--- config.mk ---
export PLATFORM = sky130hd
export DESIGN_NAME = atm_session_arbiter
export DESIGN_NICKNAME = d
export VERILOG_FILES = /design/src/rtl/atm_session_arbiter.sv
export SDC_FILE = /design/constraint.sdc
export NUM_CORES = 1
export LEC_CHECK = 0
export ABC_CLOCK_PERIOD_IN_PS = 3500
export CORE_ASPECT_RATIO = 1.4
export CORE_MARGIN = 2
export CORE_UTILIZATION = 30
export DETAILED_ROUTE_END_ITERATION = 8
export GPL_TIMING_DRIVEN = 0
export PLACE_DENSITY = 0.69
export SYNTH_ARGS = -nofsm -noshare
export SYNTH_HDL_FRONTEND = slang
export SYNTH_SLANG_ARGS = --single-unit
--- constraint.sdc ---
create_clock -name clk -period 3.5 [get_ports clk]
set_input_delay 0.7 -clock clk [delete_from_list [all_inputs] [get_ports clk]]
set_output_delay 0.7 -clock clk [all_outputs]
set_load 0.05 [all_outputs]
--- src/rtl/atm_session_arbiter.sv ---
// rtl/atm_session_arbiter.sv - round-robin arbiter sequencing terminal transactions into one ATM core
module atm_session_arbiter #(
    parameter int NUM_REQ     = 4,
    parameter int NUM_ACC     = 10,
    parameter int CORE_CYCLES = 4,
    parameter int MAX_FAILS   = 3
) (
    input  logic                       clk,
    input  logic                       rst,
    input  logic [NUM_REQ-1:0]         req,
    input  logic [3*NUM_REQ-1:0]       req_operation,
    input  logic [4*NUM_REQ-1:0]       req_acc_num,
    input  logic [16*NUM_REQ-1:0]      req_pin,
    input  logic [16*NUM_REQ-1:0]      req_new_pin,
    input  logic [32*NUM_REQ-1:0]      req_amount,
    input  logic [NUM_REQ-1:0]         req_language,
    output logic [NUM_REQ-1:0]         gnt,
    output logic                       done,
    output logic [$clog2(NUM_REQ)-1:0] resp_id,
    output logic [31:0]                resp_balance,
    output logic                       resp_success,
    output logic                       resp_locked,
    output logic                       core_rst,
    output logic [2:0]                 core_operation,
    output logic [3:0]                 core_acc_num,
    output logic [15:0]                core_pin,
    output logic [15:0]                core_new_pin,
    output logic [31:0]                core_amount,
    output logic                       core_language,
    input  logic [31:0]                core_balance,
    input  logic                       core_success
);

    localparam int IDW = $clog2(NUM_REQ);
    localparam int CW  = (CORE_CYCLES > 1) ? $clog2(CORE_CYCLES) : 1;
    localparam logic [1:0]    FAIL_MAX = 2'(MAX_FAILS);
    localparam logic [CW-1:0] RUN_LAST = CW'(CORE_CYCLES - 1);

    typedef enum logic [1:0] {IDLE, CHECK, RUN, RESP} state_t;

    state_t         state;
    logic [IDW-1:0] ptr;
    logic [IDW-1:0] cur_id;
    logic [CW-1:0]  run_cnt;
    logic           ran;
    logic [31:0]    res_balance;
    logic           res_success;
    logic           res_locked;
    logic [1:0]     fail_cnt [NUM_ACC];

    logic               found;
    logic [IDW-1:0]     pick;
    logic [NUM_REQ-1:0] pick_oh;
    logic [2:0]         sel_op;
    logic [3:0]         sel_acc;
    logic [15:0]        sel_pin;
    logic [15:0]        sel_new_pin;
    logic [31:0]        sel_amount;
    logic               sel_language;
    logic               fields_ok;
    logic               acc_locked;

    // Two passes: first the terminals at or above the pointer, then the wrapped-around ones.
    always_comb begin
        found = 1'b0;
        pick  = '0;
        for (int i = 0; i < NUM_REQ; i++) begin
            if (!found && req[i] && (i >= int'(ptr))) begin
                found = 1'b1;
                pick  = IDW'(i);
            end
        end
        for (int i = 0; i < NUM_REQ; i++) begin
            if (!found && req[i]) begin
                found = 1'b1;
                pick  = IDW'(i);
            end
        end
    end

    always_comb begin
        pick_oh      = '0;
        sel_op       = '0;
        sel_acc      = '0;
        sel_pin      = '0;
        sel_new_pin  = '0;
        sel_amount   = '0;
        sel_language = 1'b0;
        for (int i = 0; i < NUM_REQ; i++) begin
            if (found && (pick == IDW'(i))) begin
                pick_oh[i]   = 1'b1;
                sel_op       = req_operation[3*i +: 3];
                sel_acc      = req_acc_num[4*i +: 4];
                sel_pin      = req_pin[16*i +: 16];
                sel_new_pin  = req_new_pin[16*i +: 16];
                sel_amount   = req_amount[32*i +: 32];
                sel_language = req_language[i];
            end
        end
    end

    always_comb begin
        fields_ok = (core_operation >= 3'd3) && (core_operation <= 3'd6) &&
                    (core_acc_num != 4'd0) && (int'(core_acc_num) <= NUM_ACC);
        acc_locked = 1'b0;
        for (int i = 0; i < NUM_ACC; i++) begin
            if ((core_acc_num == 4'(i + 1)) && (fail_cnt[i] == FAIL_MAX)) begin
                acc_locked = 1'b1;
            end
        end
    end

    always_ff @(posedge clk or negedge rst) begin
        if (!rst) begin
            state          <= IDLE;
            ptr            <= '0;
            cur_id         <= '0;
            run_cnt        <= '0;
            ran            <= 1'b0;
            res_balance    <= '0;
            res_success    <= 1'b0;
            res_locked     <= 1'b0;
            gnt            <= '0;
            done           <= 1'b0;
            resp_id        <= '0;
            resp_balance   <= '0;
            resp_success   <= 1'b0;
            resp_locked    <= 1'b0;
            core_rst       <= 1'b0;
            core_operation <= '0;
            core_acc_num   <= '0;
            core_pin       <= '0;
            core_new_pin   <= '0;
            core_amount    <= '0;
            core_language  <= 1'b0;
            for (int i = 0; i < NUM_ACC; i++) begin
                fail_cnt[i] <= '0;
            end
        end else begin
            gnt  <= '0;
            done <= 1'b0;
            case (state)
                IDLE: begin
                    if (found) begin
                        gnt            <= pick_oh;
                        cur_id         <= pick;
                        ptr            <= (pick == IDW'(NUM_REQ - 1)) ? '0 : pick + 1'b1;
                        core_operation <= sel_op;
                        core_acc_num   <= sel_acc;
                        core_pin       <= sel_pin;
                        core_new_pin   <= sel_new_pin;
                        core_amount    <= sel_amount;
                        core_language  <= sel_language;
                        state          <= CHECK;
                    end
                end
                CHECK: begin
                    res_balance <= '0;
                    res_success <= 1'b0;
                    if (!fields_ok) begin
                        res_locked <= 1'b0;
                        ran        <= 1'b0;
                        state      <= RESP;
                    end else if (acc_locked) begin
                        res_locked <= 1'b1;
                        ran        <= 1'b0;
                        state      <= RESP;
                    end else begin
                        res_locked <= 1'b0;
                        ran        <= 1'b1;
                        run_cnt    <= '0;
                        core_rst   <= 1'b1;
                        state      <= RUN;
                    end
                end
                RUN: begin
                    if (run_cnt == RUN_LAST) begin
                        res_balance <= core_balance;
                        res_success <= core_success;
                        res_locked  <= 1'b0;
                        core_rst    <= 1'b0;
                        state       <= RESP;
                    end else begin
                        run_cnt <= run_cnt + 1'b1;
                    end
                end
                RESP: begin
                    // Response fields change together with done so they stay stable between pulses.
                    done         <= 1'b1;
                    resp_id      <= cur_id;
                    resp_balance <= res_balance;
                    resp_success <= res_success;
                    resp_locked  <= res_locked;
                    for (int i = 0; i < NUM_ACC; i++) begin
                        if (ran && (core_acc_num == 4'(i + 1))) begin
                            if (res_success) begin
                                fail_cnt[i] <= '0;
                            end else if (fail_cnt[i] != FAIL_MAX) begin
                                fail_cnt[i] <= fail_cnt[i] + 2'd1;
                            end
                        end
                    end
                    state <= IDLE;
                end
                default: state <= IDLE;
            endcase
        end
    end

endmodule

Yosys cells after proc, flatten, opt, wreduce, memory -nomap -nowiden

Cells that the tools add are included.

Register bits: 177
Input port bits: 327
Output and inout bits: 114
Logic and storage cells: 263

$add $sub $neg: 12
Order comparisons: 6
Equal/unequal tests: 42
Muxes and demuxes: 99
Reductions and logical operators: 73

Operator list:

| operator                                                         | number |
|---|---|
| 2-to-1 mux 32 bit                                                | 5 |
| 2-to-1 mux 16 bit                                                | 8 |
| 2-to-1 mux 2 bit                                                 | 32 |
| one-hot mux 32 bit (2 select lines)                              | 1 |
| 2-to-1 mux 1 bit                                                 | 38 |
| logical AND 1 bit                                                | 37 |
| equality test 2 bit, second input constant                       | 15 |
| inequality test 2 bit, second input constant                     | 15 |
| AND reduction 3 bit                                              | 10 |
| adder 2 x 1 -> 2 bit, second input constant                      | 12 |
| 2-to-1 mux 4 bit                                                 | 6 |
| nonzero test 2 bit                                               | 11 |
| equality test 4 x 3 -> 1 bit, second input constant              | 4 |
| equality test 4 bit, second input constant                       | 3 |
| 2-to-1 mux 3 bit                                                 | 4 |
| equality test 4 x 2 -> 1 bit, second input constant              | 2 |
| one-hot mux 2 bit (4 select lines)                               | 1 |
| AND reduction 4 bit                                              | 2 |
| zero test 1 bit                                                  | 7 |
| one-hot mux 1 bit (2 select lines)                               | 3 |
| AND reduction 2 bit                                              | 3 |
| equality test 2 x 1 -> 1 bit, second input constant              | 2 |
| equality test 4 x 1 -> 1 bit, second input constant              | 1 |
| greater-or-equal comparator 1 x 2 -> 1 bit, first input constant | 2 |
| 7 further kinds                                                  | 8 |

Longest topological paths before layout

Depth in word-level cells: 32
Mapped depth: 12
Depth with buffers taken out: 10

Least setup slack after synthesis

No wires, ideal clock.

Path type: in2reg
Start point: input req[1]
End point: register core_acc_num[0]
Setup time: 132 ps
Arrival: 2,329 ps
Data required time: 3,368 ps
Setup slack: 1,039 ps
Cell stages on the path: 12
Path buffers: 3
Path through: buf_2 > o21bai_1 > a221oi_1 > inv_1 > ha_1 > o41a_1 > clkbuf_1 > buf_2 > nand2_1 > mux2i_1 > mux2i_1 > o21ai_1

Word-level cells in the longest chain between the ends: 28
Elaborated cells between the ends (all ways): 42
Those cells by class: eq/ne: 3; mux: 18; reduce/logical: 21

Ends and longest elaborated chain:

| element                        | line | text |
|---|---|---|
| start: declaration             | 10   | `input logic [NUM_REQ-1:0] req,` |
| logical AND 1 bit (2 in a row) | 68   | `if (!found && req[i] && (i >= int'(ptr))) begin` |
| 2-to-1 mux 1 bit               | 68   |  |
| zero test 1 bit                | 68   |  |
| logical AND 1 bit (2 in a row) | 68   |  |
| 2-to-1 mux 1 bit               | 68   |  |
| zero test 1 bit                | 68   |  |
| logical AND 1 bit              | 68   |  |
| 2-to-1 mux 1 bit               | 68   |  |
| [... 7 more ...]               | -    |  |
| logical AND 1 bit              | 74   | `if (!found && req[i]) begin` |
| 2-to-1 mux 1 bit               | 74   |  |
| zero test 1 bit                | 74   |  |
| logical AND 1 bit              | 74   |  |
| 2-to-1 mux 2 bit               | 74   |  |
| zero test 2 bit                | 90   | `if (found && (pick == IDW'(i))) begin` |
| logical AND 1 bit              | 90   |  |
| 2-to-1 mux 4 bit (4 in a row)  | 90   |  |
| end signal: assignment         | 149  | `core_acc_num <= sel_acc;` |
| end: declaration               | 25   | `output logic [3:0] core_acc_num,` |

Several ways; a longest one is shown, not always the timed one.
A chain may end at the register's enable or synchronous reset.

Worst setup path in the final report

Start point: input req[0]
End point: register core_amount[7]

Word-level cells in the longest chain between the ends: 31
Elaborated cells between the ends (all ways): 45
Those cells by class: eq/ne: 3; mux: 19; reduce/logical: 23

Ends and longest elaborated chain:

| element                        | line | text |
|---|---|---|
| logical AND 1 bit              | 68   |  |
| 2-to-1 mux 1 bit               | 68   |  |
| zero test 1 bit                | 68   |  |
| logical AND 1 bit (2 in a row) | 68   |  |
| 2-to-1 mux 1 bit               | 68   |  |
| zero test 1 bit                | 68   |  |
| logical AND 1 bit (2 in a row) | 68   |  |
| 2-to-1 mux 1 bit               | 68   |  |
| [... 10 more ...]              | -    |  |
| logical AND 1 bit              | 74   |  |
| 2-to-1 mux 1 bit               | 74   |  |
| zero test 1 bit                | 74   |  |
| logical AND 1 bit              | 74   |  |
| 2-to-1 mux 2 bit               | 74   |  |
| zero test 2 bit                | 90   |  |
| logical AND 1 bit              | 90   |  |
| 2-to-1 mux 32 bit (4 in a row) | 90   |  |
| end signal: assignment         | 152  | `core_amount <= sel_amount;` |
| end: declaration               | 28   | `output logic [31:0] core_amount,` |

Several ways; a longest one is shown, not always the timed one.

==> impl_metrics.env <==
export IMPL_syn_area_per_cell_um2=9.716
export IMPL_tritoncts="built"
export IMPL_rr_endpoint="core_amount[7]$_DFFE_PN0P_"
export IMPL_rrSetupSlack_ns=0.49
export IMPL_ios=441
export IMPL_synth_flop_cell="dfrtp_1"
export IMPL_max_slew_margin_pct=50.80
export IMPL_p_sw_share_pct=48.15
export IMPL_vias_per_cell=4.927
export IMPL_grt_remaining_overflow=0
export IMPL_rsz0062_at_grt="false"
export IMPL_syn_num_nets=1376
export IMPL_cts_sinks=177
export IMPL_r2r_start="ptr[1]$_DFFE_PN0P_"
export IMPL_row_count=79
export IMPL_start_util_pct=30.28
export IMPL_seq_power_share_pct=26.7
export IMPL_max_stage_delay_ns=0.57
export IMPL_start_kind="primary input"
export IMPL_end_kind="flip-flop"
export IMPL_core_area_um2=33110
export IMPL_cts_setup_buffers=0
export IMPL_die_h_um=220.3
export IMPL_period_minus_slack_ns=3.217
export IMPL_instances_no_fill=1949
export IMPL_synth_area_top_cells="dfrtp_1, mux2i_1, a21oi_1, and3_1, mux2_2"
export IMPL_synth_area_leader_cell="dfrtp_1"
export IMPL_fin_util_pct=47.11
export IMPL_hold_viol_final=0
export IMPL_first_pass_iters=4
export IMPL_yosys_register_bits=177
export IMPL_synthDominantCellAreaShare_pct=44.17
export IMPL_grt_pass1_wl_mm=56.72
export IMPL_clockBufferDepth=2
export IMPL_final_setup_worst_slack_ns=0.2827
export IMPL_die_area_um2=34920
export IMPL_drive_gt1_share_pct=7.651
export IMPL_preCtsSetupSlack_ns=-0.5561
export IMPL_nets=1834
export IMPL_p_total_mw=12.49
export IMPL_synthToLayoutAreaGrowth_pct=55.58
export IMPL_drc_errors=0
export IMPL_skew_ns=0.009826
export IMPL_r2r_cells=9
export IMPL_p_leak_nw=7.648
export IMPL_tns_ns=0
export IMPL_antenna_left=0
export IMPL_grt_usage_pct=21.91
export IMPL_status="finished, final reports clean"
export IMPL_fmax_mhz=310.8
export IMPL_synth_area_um2=10030
export IMPL_ir_drop_mv=0.4131
export IMPL_p_clk_share_pct=15.5
export IMPL_cap_violations=0
export IMPL_yosys_warnings=0
export IMPL_die_w_um=158.5
export IMPL_path_cells="clkdlybuf4s50_1 > and2b_1 > a221oi_1 > ha_1 > clkbuf_1 > clkbuf_1 > and3_1 > a21oi_1 > o21ai_1"
export IMPL_place_hpwl_mm=30.59
export IMPL_min_path_type="primary input to asynchronous set/reset pin"
export IMPL_crit_top_cell="clkbuf_1"
export IMPL_yosysSeqAreaShare_pct=44.17
export IMPL_cp_slowest_cell="clkbuf_1"
export IMPL_vias=9602
export IMPL_drt_iter0_markers=421
export IMPL_wl_mm=38.70
export IMPL_wire_per_inst_um=19.85
export IMPL_gp_congestion=0.8930
export IMPL_tightest_slew_ns=0.7380
export IMPL_async_flop_share_pct=100.0
export IMPL_synth_cell_types=53
export IMPL_critPathBufInv=3
export IMPL_layout_worst_path_cycle_share_pct=91.92
export IMPL_arrival_ns=3.60
export IMPL_combinationalPowerShare_pct=57.9
export IMPL_drv_slew=0
export IMPL_required_ns=3.88
export IMPL_postSynthCellCount=1032
export IMPL_antenna_found_initial=4
export IMPL_crit_fanout=10
export IMPL_powerDensity_nw_per_um2=800.9
export IMPL_grt_pass1_vias=9819
export IMPL_internal_power_mw=6.478
export IMPL_grt_max_degree=120
export IMPL_crit_family="buffers and inverters"
export IMPL_ctsHoldBuffers=0
export IMPL_cts_buffers=17
export IMPL_synth_edf_count=0
export IMPL_clkSlewWorstSetupHoldPaths_ns=0.08
export IMPL_worstSkewPairLatency_ns=0.46
export IMPL_root_buffer="clkbuf_16"
export IMPL_placed_cells=1917
export IMPL_final_setup_viol_count=0
export IMPL_p_sw_mw=6.016
export IMPL_port_buffers=439
export IMPL_worstSetupPathType="primary input to flip-flop"
export IMPL_htree_levels=4
==> per-stage QoR <==
stage               hold WS [ns]  instance area [um2]
finish                    0.1628                15600
global route              0.1767                15600
CTS                       0.1559                15600
detailed placement        0.4772                15010
global placement          0.4745                14980
floorplan                 0.4044                10030
==> worst max path at each step <==
stage | from | to | slack (ns) | depth (start not counted)
global placement | rst | core_pin[7]$_DFFE_PN0P_ | -5.85 | 1
floorplan | req[1] | core_acc_num[0]$_DFFE_PN0P_ | 1.04 | 12
CTS | req[0] | core_acc_num[3]$_DFFE_PN0P_ | 0.02 | 9
global route | req[0] | core_amount[9]$_DFFE_PN0P_ | 0.04 | 9
finish | req[0] | core_amount[7]$_DFFE_PN0P_ | 0.28 | 9
detailed placement | req[0] | core_pin[15]$_DFFE_PN0P_ | -0.56 | 13
==> cells in the mapped netlist (all sizes together), types with 12 or more instances <==
cell type  count
ha            17
a21oi         90
nor3          12
dfrtp        177
inv           80
nor2          16
mux2i        144
clkbuf        35
a22o          33
o21ai         97
buf           40
nand2        112
mux2          38
and3          72
==> state kept, by name, indices dropped and copies added, names as in the netlist <==
register,cells
done,1
core_new_pin,16
run_cnt,2
resp_locked,1
core_language,1
ran,1
resp_id,2
fail_cnt,20
core_pin,16
core_rst,1
core_acc_num,4
ptr,2
res_balance,32
res_locked,1
res_success,1
cur_id,2
state,2
gnt,4
core_amount,32
core_operation,3
resp_success,1
resp_balance,32
==> logic make-up after synthesis <==
family / count (synthesis) / share of synthesized area (%)
compound gates: 247 / 14.49
xor+xnor: 1 / 0.08736
fa+ha+maj: 17 / 2.121
buf+inv: 155 / 7.549
flops: 177 / 44.17
mux: 182 / 18.64
simple gates: 253 / 12.94
==> layout make-up <==
type / count / area, um2
antenna: 1 / 2.502
multi-input combinational: 700 / 4842
clock inverter: 13 / 135.1
tap: 445 / 556.8
buffer: 74 / 454.2
clock buffer: 19 / 452.9
timing repair buffer: 440 / 4427
sequential: 177 / 4429
fill: 3139 / 17510
inverter: 80 / 300.3
==> placed cells by master (no fill, tap or decap), types with 3 or more instances in the layout <==
cell,count
and3_1,72
nand3b_1,6
inv_1,79
clkbuf_1,32
clkbuf_16,17
inv_8,3
buf_2,18
o21ai_0,21
a211o_1,3
dfrtp_1,177
o221ai_1,3
clkdlybuf4s50_1,438
nor2b_1,8
o21ai_1,76
nand4b_1,3
nand2_1,112
ha_1,17
buf_12,7
nand2b_1,3
mux2_2,38
nor2_1,16
mux2i_1,144
a21oi_1,90
inv_6,5
a22o_1,33
nand3_1,3
and2_1,3
nor3b_1,4
buf_1,6
buf_4,8
a22oi_1,8
nor3_1,12
==> routing by layer <==
metal	track usage, %	share of wire (%)
met2	39.81	53
met4	8.949	3.4
met5	0	0.11
met3	5.542	6.2
met1	24.19	37
==> power by group through the flow <==
| stage | clock network, mW | registers (mW) | logic [mW] |
|---|---|---|---|
| 3_5_place_dp | 0 | 3.36 | 7.29 |
| 5_1_grt | 2.06 | 3.42 | 7.70 |
| 3_3_place_gp | 0 | 3.33 | 7.19 |
| 2_1_floorplan | 0 | 5.14 | 2.73 |
| 6_report | 1.93 | 3.33 | 7.23 |
| 4_1_cts | 1.98 | 3.33 | 7.31 |
==> timing repair <==
| item | 4_1_cts | 5_1_grt |
|---|---|---|
| endpoints found under the setup margin | 2 | 15 |
| resized for setup | 0 | 3 |
| hold endpoints to repair | 0 | 0 |
Power figures use the tool's default switching activity.
